[src/rtl/lm70_responder.sv]
// SPI responder that emulates an LM70 temperature sensor in the clk domain.
// Optional shutdown/ID-word emulation: define LM70_RESP_SHUTDOWN_EN.
module lm70_responder #(
    parameter int unsigned           DATA_W     = 11,
    parameter int unsigned           FRAME_BITS = 16,
    parameter logic [FRAME_BITS-1:0] ID_WORD    = FRAME_BITS'(16'h800F)
) (
    input  logic              clk,
    input  logic              rst,
    input  logic              cs_n_in,
    input  logic              sck_in,
    input  logic              sio_in,
    output logic              sio_out,
    output logic              sio_oe,
    input  logic [DATA_W-1:0] temp_in,
    input  logic              temp_load,
    output logic              busy,
    output logic              frame_done,
    output logic              frame_abort,
    output logic              shutdown
);
    localparam int unsigned      CNT_W    = $clog2(FRAME_BITS) + 1;
    localparam int unsigned      TAIL_W   = FRAME_BITS - DATA_W;
    localparam logic [CNT_W-1:0] CNT_FULL = CNT_W'(FRAME_BITS);

    typedef enum logic [1:0] {IDLE, SHIFT, DONE} state_t;

    state_t                r_state;
    state_t                w_state_nxt;
    logic [2:0]            r_cs_sync;
    logic [2:0]            r_sck_sync;
    logic [2:0]            r_sio_sync;
    logic [DATA_W-1:0]     r_temp_shadow;
    logic [FRAME_BITS-1:0] r_shift_reg;
    logic [FRAME_BITS-1:0] w_shift_nxt;
    logic [CNT_W-1:0]      r_bit_cnt;
    logic [CNT_W-1:0]      w_cnt_nxt;
    logic [CNT_W-1:0]      w_cnt_inc;
    logic                  w_done_nxt;
    logic                  w_abort_nxt;
    logic                  r_sio_out;
    logic                  r_sio_oe;
    logic                  r_busy;
    logic                  r_frame_done;
    logic                  r_frame_abort;
    logic                  w_cs_fall;
    logic                  w_cs_rise;
    logic                  w_sck_rise;
    logic                  w_sck_fall;
    logic [DATA_W-1:0]     w_temp_sel;
    logic [FRAME_BITS-1:0] w_frame_word;
    logic                  w_unused_sio;

    // Bit 0 = metastability flop, bit 1 = synced value, bit 2 = previous for edge detect.
    always_ff @(posedge clk or posedge rst) begin
        if (rst) begin
            r_cs_sync  <= 3'b111;
            r_sck_sync <= 3'b000;
            r_sio_sync <= 3'b000;
        end else begin
            r_cs_sync  <= {r_cs_sync[1:0], cs_n_in};
            r_sck_sync <= {r_sck_sync[1:0], sck_in};
            r_sio_sync <= {r_sio_sync[1:0], sio_in};
        end
    end

    assign w_cs_fall  = ~r_cs_sync[1] & r_cs_sync[2];
    assign w_cs_rise  = r_cs_sync[1] & ~r_cs_sync[2];
    assign w_sck_rise = r_sck_sync[1] & ~r_sck_sync[2];
    assign w_sck_fall = ~r_sck_sync[1] & r_sck_sync[2];

    always_ff @(posedge clk or posedge rst) begin
        if (rst) begin
            r_temp_shadow <= '0;
        end else if (temp_load) begin
            r_temp_shadow <= temp_in;
        end
    end

    // A load coinciding with the CS fall is forwarded straight into the frame.
    assign w_temp_sel = temp_load ? temp_in : r_temp_shadow;

`ifdef LM70_RESP_SHUTDOWN_EN
    logic [FRAME_BITS-1:0] r_wr_reg;
    logic [CNT_W-1:0]      r_wr_cnt;
    logic                  r_shutdown;

    // Write word is clocked in after the read word; applied only when complete.
    always_ff @(posedge clk or posedge rst) begin
        if (rst) begin
            r_wr_reg   <= '0;
            r_wr_cnt   <= '0;
            r_shutdown <= 1'b0;
        end else if (r_state != DONE) begin
            r_wr_cnt <= '0;
        end else if (w_cs_rise) begin
            if (r_wr_cnt == CNT_FULL) begin
                if (&r_wr_reg) begin
                    r_shutdown <= 1'b1;
                end else if (r_wr_reg == '0) begin
                    r_shutdown <= 1'b0;
                end
            end
        end else if (w_sck_rise && (r_wr_cnt != CNT_FULL)) begin
            r_wr_reg <= {r_wr_reg[FRAME_BITS-2:0], r_sio_sync[1]};
            r_wr_cnt <= r_wr_cnt + CNT_W'(1);
        end
    end

    assign w_frame_word = r_shutdown ? ID_WORD : {w_temp_sel, {TAIL_W{1'b1}}};
    assign shutdown     = r_shutdown;
    assign w_unused_sio = r_sio_sync[2];
`else
    assign w_frame_word = {w_temp_sel, {TAIL_W{1'b1}}};
    assign shutdown     = 1'b0;
    assign w_unused_sio = ^r_sio_sync;
`endif

    assign w_cnt_inc = (r_bit_cnt == CNT_FULL) ? r_bit_cnt : r_bit_cnt + CNT_W'(1);

    // Next-state logic; a CS edge always takes priority over an SCK edge.
    always_comb begin
        w_state_nxt = r_state;
        w_shift_nxt = r_shift_reg;
        w_cnt_nxt   = r_bit_cnt;
        w_done_nxt  = 1'b0;
        w_abort_nxt = 1'b0;
        case (r_state)
            IDLE: begin
                if (w_cs_fall) begin
                    w_state_nxt = SHIFT;
                    w_shift_nxt = w_frame_word;
                    w_cnt_nxt   = '0;
                end
            end
            SHIFT: begin
                if (w_cs_rise) begin
                    w_state_nxt = IDLE;
                    w_abort_nxt = 1'b1;
                end else if (w_sck_rise) begin
                    w_cnt_nxt = w_cnt_inc;
                    if (w_cnt_inc == CNT_FULL) begin
                        w_state_nxt = DONE;
                    end
                end else if (w_sck_fall) begin
                    w_shift_nxt = {r_shift_reg[FRAME_BITS-2:0], 1'b1};
                end
            end
            DONE: begin
                if (w_cs_rise) begin
                    w_state_nxt = IDLE;
                    w_done_nxt  = 1'b1;
                end
            end
            default: w_state_nxt = IDLE;
        endcase
    end

    // Outputs are registered from next-state so SIO updates 3 clk after a pin edge.
    always_ff @(posedge clk or posedge rst) begin
        if (rst) begin
            r_state       <= IDLE;
            r_shift_reg   <= '0;
            r_bit_cnt     <= '0;
            r_sio_out     <= 1'b0;
            r_sio_oe      <= 1'b0;
            r_busy        <= 1'b0;
            r_frame_done  <= 1'b0;
            r_frame_abort <= 1'b0;
        end else begin
            r_state       <= w_state_nxt;
            r_shift_reg   <= w_shift_nxt;
            r_bit_cnt     <= w_cnt_nxt;
            r_sio_out     <= (w_state_nxt == SHIFT) & w_shift_nxt[FRAME_BITS-1];
            r_sio_oe      <= (w_state_nxt == SHIFT);
            r_busy        <= (w_state_nxt != IDLE);
            r_frame_done  <= w_done_nxt;
            r_frame_abort <= w_abort_nxt;
        end
    end

    assign sio_out     = r_sio_out;
    assign sio_oe      = r_sio_oe;
    assign busy        = r_busy;
    assign frame_done  = r_frame_done;
    assign frame_abort = r_frame_abort;
endmodule

[config.mk]
export PLATFORM = sky130hd
export DESIGN_NAME = lm70_responder
export DESIGN_NICKNAME = d
export VERILOG_FILES = /design/src/rtl/lm70_responder.sv
export SDC_FILE = /design/constraint.sdc
export NUM_CORES = 1
export LEC_CHECK = 0
export BUFFER_PORTS_ARGS = -buffer_cell sky130_fd_sc_hd__buf_4
export CORE_ASPECT_RATIO = 1.75
export CORE_MARGIN = 3
export CORE_UTILIZATION = 45
export DETAILED_ROUTE_END_ITERATION = 16
export GPL_TIMING_DRIVEN = 0
export PLACE_DENSITY = 0.75
export RECOVER_POWER = 50
export SETUP_SLACK_MARGIN = 0.05
export SLEW_MARGIN = 20
export SYNTH_ARGS = -nofsm -noshare
export SYNTH_HDL_FRONTEND = slang
export SYNTH_SLANG_ARGS = --single-unit
[constraint.sdc]
create_clock -name clk -period 4.5 [get_ports clk]
set_input_delay 0.9 -clock clk [delete_from_list [all_inputs] [get_ports clk]]
set_output_delay 0.9 -clock clk [all_outputs]
set_load 0.02 [all_outputs]
# Word-level counts from Yosys, hierarchy flattened
# Index checks and enable logic that the tools add are counted.
# word_totals
register_bits	45
latchBits	0
mem_bits_rw	0
mem_bits_ro	0
inputBits	17
output_inout_bits	6
mem_count	0
# classes
add_sub_neg	1
mul	0
div	0
order_cmp	0
eq_ne	10
n_shift	0
n_mux	20
bitwise_logic	9
reduce_logical	5
# ops
cell	count
$mux 16	4
$pmux 16 s2	1
$mux 5	4
$mux 11	1
$eq 5x5->1 const B	2
$mux 2	5
$ne 2x2->1 const B	5
$pmux 5 s2	1
$pmux 2 s3	1
$add 5x1->5 const B	1
$and 1x1->1	5
$reduce_and 5->1	1
$eq 2x1->1 const B	2
$not 1->1	4
$reduce_and 4->1	1
$reduce_bool 2->1	2
$mux 1	3
$eq 2x2->1 const B	1
$logic_not 2->1	1

# Depth between registers and ports, before layout
# logic_depth
ltp_word	9
ltp_mapped	7
ltp_nobuf	7

# Worst setup path before layout
# Ideal clock, no wire load.
# synth_path
path_kind	input port to flip-flop
startpoint	in temp_load
endpoint	reg r_shift_reg[11]
setup_time_ps	126
t_arrival_ps	1825
t_required_ps	4374
setup_slack_ps	2549
stages	4
path_buffers	1
path_cell_list	buf_2 -> mux2_2 -> and2_1 -> a221o_1
# synth_between
elab_chain_cells	3
# synth_rtl
element	line	text
start: declaration	16	input logic temp_load,
$mux 11	n/a	
named net w_temp_sel[6]	50	logic [DATA_W-1:0] w_temp_sel;
$mux 16	130	if (w_cs_fall) begin
$pmux 16 s2	128	case (r_state)
end signal: assignment	172	r_shift_reg <= w_shift_nxt;
end: declaration	34	logic [FRAME_BITS-1:0] r_shift_reg;
# The timed path passes the listed nets, and every way through them passes these cells. The select of a mux whose other input is x is not followed.
# A chain may end at the register's enable or synchronous reset.

==> flow_metrics.tcl <==
set metrics [dict create \
    ios 23 \
    dp_slack_ps 2340 \
    initialDrtViolationCount 29 \
    critPathRequiredTime_ps 4710 \
    worst_slew_pin_slew_ps 1220 \
    grt_setup_unrepaired "false" \
    max_stage_delay_ps 960 \
    ys_warn_count 0 \
    hold_ws_ps 341 \
    syn_avg_cell_area_sq_um 12.1 \
    synth_top_area_share 0.519 \
    worstPathMaxFanout 24 \
    synth_nets 186 \
    status "finished, final reports clean" \
    antenna_left 0 \
    final_nets 214 \
    grt_start_max_net_pins 25 \
    io_buffers 20 \
    drc 0 \
    finalSetupViolCount 0 \
    cp_data_arrival_time_ps 2550 \
    die_h_microns 94.7 \
    hold_viol 0 \
    ys_async_sr_fraction 1.00 \
    p_leak_uw 0.00104 \
    slew-limit-headroom 0.186 \
    core_sq_um 4230 \
    ys_seq_elements 45 \
    htreeDepth 2 \
    synth_top_area_cell "dfrtp_1" \
    crit_path_start_kind "input pin" \
    wl_microns 3760 \
    layout-drive-gt1-share 0.286 \
    die_w_microns 56.7 \
    yosysSeqAreaShare 0.558 \
    n_antenna_cell 0 \
    dieArea_sq_um 5370 \
    hold_buffers 0 \
    grt_pass1_vias 1500 \
    via_per_inst 5.65 \
    start_util 0.479 \
    powerDensity_nw_per_um2 398 \
    antenna_found_initial 0 \
    clock_skew_ps 15.4 \
    hpwl_microns 2840 \
    switchingPower_uw 261 \
    fin_crit_sh 0.518 \
    ctsResizeCount 0 \
    synth_edf_count 0 \
    worst_path_max_delay_cell "clkbuf_1" \
    clock_sinks 45 \
    synth_cell_types 40 \
    wire_per_inst_microns 15.4 \
    power_uw 927 \
    area_growth_pct 15.0 \
    final_cells 245 \
    grt_use_total 0.155 \
    power_frac_comb 0.192 \
    drv_cap 0 \
    clk_path_buf_depth 2 \
    num_vias 1385 \
    largest_register_ffs 16 \
    maxSlewViolCount 0 \
    gp_congestion 0.815 \
    criticalPathCategory "in2async" \
    hold_class "reg2reg" \
    tns_ps 0 \
    cts_inserted_buffers 5 \
    critPathTopFamily "buffers and inverters" \
    fillers 373 \
    crit_chain "clkbuf_4 > inv_1 > clkbuf_1" \
    clock-root-buffer "clkbuf_8" \
    clkLatencyLatePin_ps 300 \
    clockPowerShare 0.268 \
    cts_setup_buffers 0 \
    swShare 0.281 \
    grt_remaining_overflow 0 \
    seqPwrFrac 0.540 \
    synthTopCellsByArea "dfrtp_1, a221o_1, mux2_2" \
    critPathCaptureType "asynchronous set/reset pin" \
    placedCellCount 237 \
    syn_inst 167 \
    grt_pass1_wl_microns 6490 \
    fin_crit_ps 2330 \
    timing.final.ws_setup_ps 2170 \
    num_rows 31 \
    synth_ff_type "dfrtp_1" \
    fmax_mhz 429 \
    firstDrtPassIters 5 \
    syn-cell-area_sq_um 2020 \
    p_int_uw 666 \
    clk_pin_slew_ps 90 \
    ir_worst_vdd_mv 0.300 \
    crit_buf_inv 3 \
    tritoncts "yes" \
]
Yosys cell counts (2+ instances only):
cell / number
nand2b_1: 3
buf_4: 2
dfstp_2: 3
a221o_1: 14
nand2_1: 4
o21ai_0: 8
nor3_1: 5
and2_1: 11
buf_6: 3
a21oi_1: 4
buf_2: 4
xor2_1: 2
a21o_1: 2
mux2_2: 11
nor2_1: 7
clkbuf_1: 3
inv_1: 5
dfrtp_1: 42
nor2b_1: 4
mux2i_1: 2
nand3_1: 6
nand4b_1: 2
and3_1: 2
ha_1: 2
power groups by stage:
stage	Sequential (uW)	Clock [uW]	Combinational [uW]
finish	501	248	178
detailed placement	507	0	182
global placement	504	0	171
CTS	500	259	183
floorplan	502	0	131
global route	507	276	198
metal layers:
layer | track usage | up-vias | part of all wire
li1 | - | 657 | -
met1 | 0.163 | 679 | 0.39
met2 | 0.274 | 37 | 0.54
met3 | 0.0410 | 12 | 0.039
met4 | 0.0871 | 0 | 0.029
met5 | 0 | - | 0
area by class of cell:
type	count	area, sq um	area share
well taps	49	61.3	0.0263
plain buffers	12	78.8	0.0339
flip-flops and latches	45	1130	0.485
repair buffers	21	154	0.0661
clock inverters	3	21.3	0.00914
multi-input cells	105	795	0.341
clock buffers	5	68.8	0.0296
inverters	5	18.8	0.00806
final timing paths:
kind | from | to | slack [ps] | cells past startpoint
min | r_sck_sync[0] | r_sck_sync[1] | 340 | 0
min reg2reg | r_sck_sync[0] | r_sck_sync[1] | 340 | 0
max | rst | r_sck_sync[0] | 2170 | 3
max in group clk | r_cs_sync[2] | r_shift_reg[8] | 2530 | 6
min in group asynchronous | rst | busy | 740 | 2
max reg2reg | r_cs_sync[2] | r_shift_reg[8] | 2530 | 6
placed cells by master (no fill, tap or decap), drive strengths merged, types with 3 or more instances in the layout:
| cell | count |
|---|---|
| dfrtp | 42 |
| buf | 24 |
| a221o | 14 |
| clkbuf | 14 |
| mux2 | 11 |
| and2 | 11 |
| o21ai | 8 |
| nor2 | 7 |
| nand3 | 6 |
| inv | 6 |
| nor3 | 5 |
| nand2b | 5 |
| nor2b | 4 |
| nand2 | 4 |
| a21oi | 4 |
| dfstp | 3 |
cell families (layout without fill, tap and decap cells):
family | after synthesis | in the layout | share of synthesized area
xor gates and xnor gates | 2 | 2 | 0.00866
muxes | 13 | 13 | 0.0711
buffers and inverters | 17 | 46 | 0.0489
DFF | 45 | 45 | 0.558
other | 1 | 1 | 0.00185
adders and majority gates | 2 | 2 | 0.0124
AOI/OAI and AO/OA | 36 | 36 | 0.145
and+or+nand+nor | 51 | 51 | 0.154
metrics by stage:
stage                     instance area [sq um]   util
after global routing                       2330  0.550
after floorplan                            2020      -
after detailed placement                   2260  0.535
after global placement                     2230  0.529
final                                      2330  0.550
after CTS                                  2350  0.556
No activity file was read; power rests on OpenSTA's default activity.
